File: config.mk
export PLATFORM = sky130hd
export DESIGN_NAME = com_id_sched
export DESIGN_NICKNAME = d
export VERILOG_FILES = /design/src/rtl/com_id_sched.sv
export SDC_FILE = /design/constraint.sdc
export NUM_CORES = 1
export LEC_CHECK = 0
export ABC_AREA = 1
export CORE_ASPECT_RATIO = 1.1
export CORE_UTILIZATION = 45
export DETAILED_ROUTE_END_ITERATION = 8
export DONT_BUFFER_PORTS = 1
export GPL_TIMING_DRIVEN = 0
export HOLD_SLACK_MARGIN = 0.12
export PLACE_DENSITY = 0.65
export SYNTH_ARGS = -nofsm -noshare
export SYNTH_HDL_FRONTEND = slang
export SYNTH_SLANG_ARGS = --single-unit
File: constraint.sdc
create_clock -name sys_clk -period 5.41 [get_ports sys_clk]
set_input_delay 1.082 -clock sys_clk [delete_from_list [all_inputs] [get_ports sys_clk]]
set_output_delay 1.082 -clock sys_clk [all_outputs]
set_load 0.02 [all_outputs]
File: src/rtl/com_id_sched.sv
// com_id_sched: master-side scheduler for the shared 2-bit com link.
// Arbitrates round-robin among NUM_CH requesters. It serialises the granted
// 4-bit data ID as one frame: a go pulse, two ID symbols and two check symbols.
//
// Ports:
//   sys_clk  system clock, rising edge
//   rst      synchronous active-high reset
//   req      level request per channel, held until that channel's ack
//   id_in    4-bit ID per channel, channel k at [4k+3:4k]
//   ack      one-cycle one-hot pulse, frame for that channel completed
//   rej      one-cycle pulse, granted channel presented ID 0 (no frame sent)
//   cur_ch   latched granted channel
//   busy     high whenever the scheduler is not idle
//   com_go   frame start line
//   com_stb  symbol strobe
//   com_dat  symbol data
module com_id_sched #(
    parameter int NUM_CH = 4,
    parameter int HOLD   = 4,
    localparam int CH_W  = (NUM_CH > 1) ? $clog2(NUM_CH) : 1
) (
    input  logic                sys_clk,
    input  logic                rst,
    input  logic [NUM_CH-1:0]   req,
    input  logic [4*NUM_CH-1:0] id_in,
    output logic [NUM_CH-1:0]   ack,
    output logic                rej,
    output logic [CH_W-1:0]     cur_ch,
    output logic                busy,
    output logic                com_go,
    output logic                com_stb,
    output logic [1:0]          com_dat
);

    localparam int CNT_W = (HOLD > 1) ? $clog2(HOLD) : 1;
    localparam logic [CNT_W-1:0] CNT_LAST = CNT_W'(HOLD - 1);

    typedef enum logic [2:0] {
        S_IDLE,
        S_ARB,
        S_GO_HI,
        S_GO_LO,
        S_SYM_SU,
        S_SYM_ST,
        S_GAP,
        S_DONE
    } state_t;

    state_t           state;
    state_t           state_nxt;
    logic [CNT_W-1:0] cnt;
    logic [1:0]       sym;
    logic [3:0]       id;
    logic [CH_W-1:0]  ptr;
    logic             rej_q;
    logic             phase_end;
    logic             timed;
    logic             gnt_vld;
    logic [CH_W-1:0]  gnt_ch;
    logic [3:0]       gnt_id;
    logic [CH_W-1:0]  scan_ch;

    function automatic logic [CH_W-1:0] ch_inc(input logic [CH_W-1:0] ch);
        if (ch == CH_W'(NUM_CH - 1))
            return '0;
        else
            return ch + CH_W'(1);
    endfunction

    // Round-robin scan starting at ptr; first set request wins.
    always_comb begin
        gnt_vld = 1'b0;
        gnt_ch  = '0;
        scan_ch = '0;
        for (int unsigned i = 0; i < NUM_CH; i++) begin
            scan_ch = CH_W'((32'(ptr) + i) % NUM_CH);
            if (!gnt_vld && req[scan_ch]) begin
                gnt_vld = 1'b1;
                gnt_ch  = scan_ch;
            end
        end
        gnt_id = id_in[{gnt_ch, 2'b00} +: 4];
    end

    // State register and datapath registers
    always_ff @(posedge sys_clk) begin
        if (rst) begin
            state  <= S_IDLE;
            cnt    <= '0;
            sym    <= '0;
            id     <= '0;
            cur_ch <= '0;
            ptr    <= '0;
            rej_q  <= 1'b0;
        end else begin
            state <= state_nxt;
            rej_q <= 1'b0;
            if (state_nxt != state)
                cnt <= '0;
            else if (timed)
                cnt <= cnt + CNT_W'(1);
            case (state)
                S_ARB: begin
                    if (gnt_vld) begin
                        cur_ch <= gnt_ch;
                        id     <= gnt_id;
                        if (gnt_id == 4'd0) begin
                            rej_q <= 1'b1;
                            ptr   <= ch_inc(gnt_ch);
                        end
                    end
                end
                S_GO_LO:  if (phase_end) sym <= '0;
                S_SYM_ST: if (phase_end && sym != 2'd3) sym <= sym + 2'd1;
                S_DONE:   ptr <= ch_inc(cur_ch);
                default: ;
            endcase
        end
    end

    // Next-state logic
    always_comb begin
        phase_end = (cnt == CNT_LAST);
        timed     = 1'b0;
        state_nxt = state;
        case (state)
            S_IDLE: if (|req) state_nxt = S_ARB;
            S_ARB: begin
                if (!gnt_vld || gnt_id == 4'd0)
                    state_nxt = S_IDLE;
                else
                    state_nxt = S_GO_HI;
            end
            S_GO_HI: begin
                timed = 1'b1;
                if (phase_end) state_nxt = S_GO_LO;
            end
            S_GO_LO: begin
                timed = 1'b1;
                if (phase_end) state_nxt = S_SYM_SU;
            end
            S_SYM_SU: begin
                timed = 1'b1;
                if (phase_end) state_nxt = S_SYM_ST;
            end
            S_SYM_ST: begin
                timed = 1'b1;
                if (phase_end) state_nxt = (sym == 2'd3) ? S_GAP : S_SYM_SU;
            end
            S_GAP: begin
                timed = 1'b1;
                if (phase_end) state_nxt = S_DONE;
            end
            S_DONE:  state_nxt = S_IDLE;
            default: state_nxt = S_IDLE;
        endcase
    end

    // Outputs decoded from registered state only. rej is held in a register
    // because the ID-0 decision is made from id_in in ARB.
    always_comb begin
        ack     = '0;
        rej     = rej_q;
        busy    = (state != S_IDLE);
        com_go  = (state == S_GO_HI);
        com_stb = (state == S_SYM_ST);
        com_dat = 2'd0;
        if (state == S_SYM_SU || state == S_SYM_ST)
            com_dat = sym[0] ? id[1:0] : id[3:2];
        if (state == S_DONE)
            ack[cur_ch] = 1'b1;
    end

endmodule

Word-level counts from Yosys, hierarchy flattened. Cells that the tools add are included.

Output and inout port bits: 12. Input bits: 22. Register bits: 16. Word-level logic and storage cells: 103.

Reductions and logical operators: 23. Add/sub/neg operators: 7. Eq/ne operators: 17. Bitwise operators: 2. Shifts and indexed selects: 1. Magnitude comparators: 6. Mux-type cells: 40.

Operator list (count): $mux 2 (14); $pmux 3 s8 (1); $mux 3 (6); $shiftx 16x5->4 (1); $lt 2x3->1 const B (5); $eq 3x3->1 const B (4); $mux 1 (11); $add 2x1->2 const B (5); $bmux 1 s2 (4); $eq 2x2->1 const B (4); $ne 2x2->1 const B (4); $pmux 2 s2 (2); $eq 3x2->1 const B (2); $reduce_and 3->1 (2); $logic_and 1x1->1 (5); $reduce_or 5->1 (1); $add 2x2->2 const B (2); $logic_not 1->1 (4); $logic_not 4->1 (1); $mux 4 (1); $reduce_bool 2->1 (2); $reduce_or 4->1 (1); $eq 3x1->1 const B (1); $logic_not 3->1 (1); other kinds (10) (12).

Longest topological paths before layout.
Word-level depth: 19. Gate-level depth with buffers: 19. Mapped depth without buffers: 19.

Worst setup path before layout. OpenSTA, ideal clock, no wires.

Path type: input to register. Start: in req[3]. End: reg ptr[1]. Library setup time: 115 ps. Data arrival time: 2350 ps. Stages: 17. Slack: 2945 ps. Data required time: 5295 ps. Buffers on the path: 1. Path through: inv_1 nand2_1 nand3_1 nand2_1 nand2_2 nand3_2 buf_6 nand4_2 nand2_1 nand2_1 nand2_2 nor2_4 nand3_2 nand2_2 nand3_1 nand2_1 nor2_1.

Cells in the longest elaborated chain, start to end: 17. Elaborated cells between the ends (all ways): 33. Those cells by class: add/sub (1); eq/ne (3); shift (1); mux (20); reduce/logical (8).

Ends and longest elaborated chain: from (decl) (line 24) `input logic [NUM_CH-1:0] req,`; parallel branches: the longest is 17 deep, another holds $bmux 1 s2; to (signal assigned) (line 109) `ptr <= ch_inc(gnt_ch);`; to (signal assigned) (line 115) `S_DONE: ptr <= ch_inc(cur_ch);`; to (decl) (line 54) `logic [CH_W-1:0] ptr;`.

Several ways; the timed one is not identified. The select of a mux whose other input is x is not followed. A chain may end at the register's enable or synchronous reset.

Worst setup path after layout.
Start: reg state[1]. End: out ack[2].

Cells in the longest elaborated chain, start to end: 2.

Ends and longest elaborated chain: from (decl) (line 49) `state_t state;`; from (signal assigned) (line 96) `state <= state_nxt;`; $eq 3x3->1 (line 170) `if (state == S_DONE)`; $mux 4 (line 170); to (decl) (line 26) `output logic [NUM_CH-1:0] ack,`.

Every way passes these cells.

==> out/qor.txt <==
wire per inst - 11.2 um
Starting Density - 0.470
outcome - complete, no violations
CTS clk-pin slew, worst paths - 100 ps
mapped cell area - 1420 um^2
share of post-route cells with drive strength above 1 - 0.126
Total Nets Final - 267
switching pwr - 0.000166 W
Worst Setup Path Type - flop to output pin
Root Driver - clkbuf_4
Sink Count - 16
FMAX - 376 MHz
Hold Path Cell Cnt - 2
Filler cells - 315
Mean Syn Cell Area - 6.07 um^2
Post-CTS Hold Buffers - 0
RSZ-0062 raised after global routing - false
Synth area leaders - dfxtp_1 23%, nand2_1 17%, inv_1 10%
pre-CTS setup slack - 2740 ps
drc violations - 0
first drt pass iteration count - 4
worst path arrival time - 1580 ps
Syn Nets - 262
CTS Buffer Depth - 2
Hold Startpoint - cnt[1]
Die X - 55.6 um
Peak VDD IR - 0.171 mV
area delta synth->final - 5.55%
Met2 Wirelength - 1.42 mm
Total GRT Usage - 0.193
Chip Height - 60.9 um
vias in the first global route - 1,273
Max Clock Skew - 4.81 ps
most frequent cells in the layout - 63 x nand2_1, 38 x inv_1, 25 x nor2_1
Mapped Cells - 234
hold endpoint - cnt[1]
CTS Buf Count - 3
reg2reg start - ptr[1]
CP required - 4330 ps
Tcrit/Tclk final - 0.492
Final Critical Period - 2660 ps
switch share - 0.417
crit path cell chain - nand2_1 > nor2_1 > inv_1 > nor2_1
M1 WL - 1.47 mm
worst reg2reg endpoint - ptr[1]
Antenna Violating Nets Remaining - 0
Synth top area share - 0.225
GPL Wtd Cong - 0.801
EDFF count, synth - 0
initial antenna violation count - 0
Finished Core Util - 0.496
Comb pwr share - 0.413
Seq cells post-synth - 16
worst setup margin - 2750 ps
Max Fanout on Critical Path - 7
H-tree levels - 1
count of cell types in the netlist - 26
fin cells - 272
Total Neg Setup Slack - 0 ps
met3 wire len - 119 um
DR top layer - met4
Inst Count DP - 268
Setup crit end kind - output pin
Clock Power Share - 0.202
PD cells - 265 nW/um^2
CP max stage cell - dfxtp_1
gr ovfl total - 0
DR vias/cell - 5.22
PortBufs - 0
Max stage delay on crit path - 450 ps
via count - 1,420
P_leak - 0.767 nW
Startpoint Class - flop
Worst-Skew Late Latency - 290 ps
Flop pwr share - 0.385
endpoints failing setup - 0
Max Cap Violations - 0
Fin. Hold Viols - 0
post-CTS resize count - 0
ys async rst share - 0
post-CTS setup buffer count - 0
Top cell by count, worst path - nor2_1
initial DRC count - 45
Int Pwr - 0.000232 W
number of synthesis warnings - 0
HP Class - flop to flop
I/O pin count - 34
most common cell after layout, fill and taps aside - nand2_1
sequential share of the synthesized area - 0.225
CTS tree - yes
R2R setup slack - 3360 ps
hpwl dp - 2.40 mm
antenna cells - 0
Core ar. - 3020 um^2
Max Slew Vio Count - 0
largest net degree at the start of global routing - 11
Slew headroom - 0.538
Rows - 21
WL final - 3.05 mm
worst slew pin tran - 688 ps
Synth Flop Type - dfxtp_1
worst reg-to-reg path cell count - 17
first-pass GRT wire length - 5.26 mm
die footprint - 3390 um^2
largest area contributor in the netlist - dfxtp_1
==> cell type report <==
class                      instances  area (um^2)  share of cell area
buffer                             5         42.5              0.0284
clock buffer                       4         36.3              0.0242
inverter                          42          159               0.106
multi-input combinational        171          900               0.600
sequential                        16          320               0.214
tap                               34         42.5              0.0284
==> registers in the layout, indices dropped and copies added, names as in the netlist <==
register	cells
cnt	2
cur_ch	2
id	4
ptr	2
rej	1
state	3
sym	2
==> stage by stage <==
| stage | instance area [um^2] | total power [W] | hold WS (ps) |
|---|---|---|---|
| after floorplan | 1420 | 0.000291 | 472 |
| after global placement | 1460 | 0.000319 | 495 |
| after detailed placement | 1460 | 0.000321 | 494 |
| after CTS | 1500 | 0.000403 | 510 |
| after global routing | 1500 | 0.000436 | 534 |
| final | 1500 | 0.000398 | 507 |
==> metal layers <==
metal | global-route usage | up-vias
met5 | 0 | -
met4 | 0.0679 | 0
met3 | 0.0277 | 6
met2 | 0.351 | 38
met1 | 0.236 | 622
li1 | - | 754
==> synthesized netlist by cell type, types with 3 or more instances <==
cell / number
a21oi_1: 16
nand2_4: 3
nor2_1: 25
o21ai_0: 9
nor3_1: 4
ha_1: 6
nand2_1: 63
nand2_2: 6
nand4_1: 10
nand3_2: 3
a211oi_1: 4
nand3_1: 13
buf_6: 3
inv_1: 38
dfxtp_1: 16
inv_2: 3
==> power groups by stage <==
| stage | Clock (W) | Sequential [W] | Combinational (W) |
|---|---|---|---|
| finish | 0.0000805 | 0.000153 | 0.000164 |
| global placement | 0 | 0.000155 | 0.000164 |
| floorplan | 0 | 0.000152 | 0.000139 |
| global route | 0.0000896 | 0.000156 | 0.000190 |
| CTS | 0.0000842 | 0.000153 | 0.000166 |
| detailed placement | 0 | 0.000156 | 0.000165 |
==> worst max path at each step <==
stage	startpoint	end	slack (ps)	depth (start not counted)
5_1_grt	state[1]	ack[2]	2600	4
6_report	state[1]	ack[2]	2750	4
3_5_place_dp	req[3]	ptr[1]	2740	18
4_1_cts	state[1]	ack[2]	2760	4
3_3_place_gp	req[3]	ptr[1]	2740	18
2_1_floorplan	req[3]	ptr[1]	2950	17
==> kinds of logic after synthesis <==
kind of cell / synth area share
AO/OA/AOI/OAI: 0.120
XOR/XNOR: 0.00616
adder cells (fa/ha/maj): 0.0528
buffers and inverters: 0.142
flip-flops: 0.225
AND/OR/NAND/NOR: 0.454
==> critical path, delay by kind of cell (launching register included) <==
kind	cells	cell delay (ps)
AND/OR/NAND/NOR	3	670
flip-flops	1	450
buffers and inverters	1	170
Power figures use the tool's default switching activity.
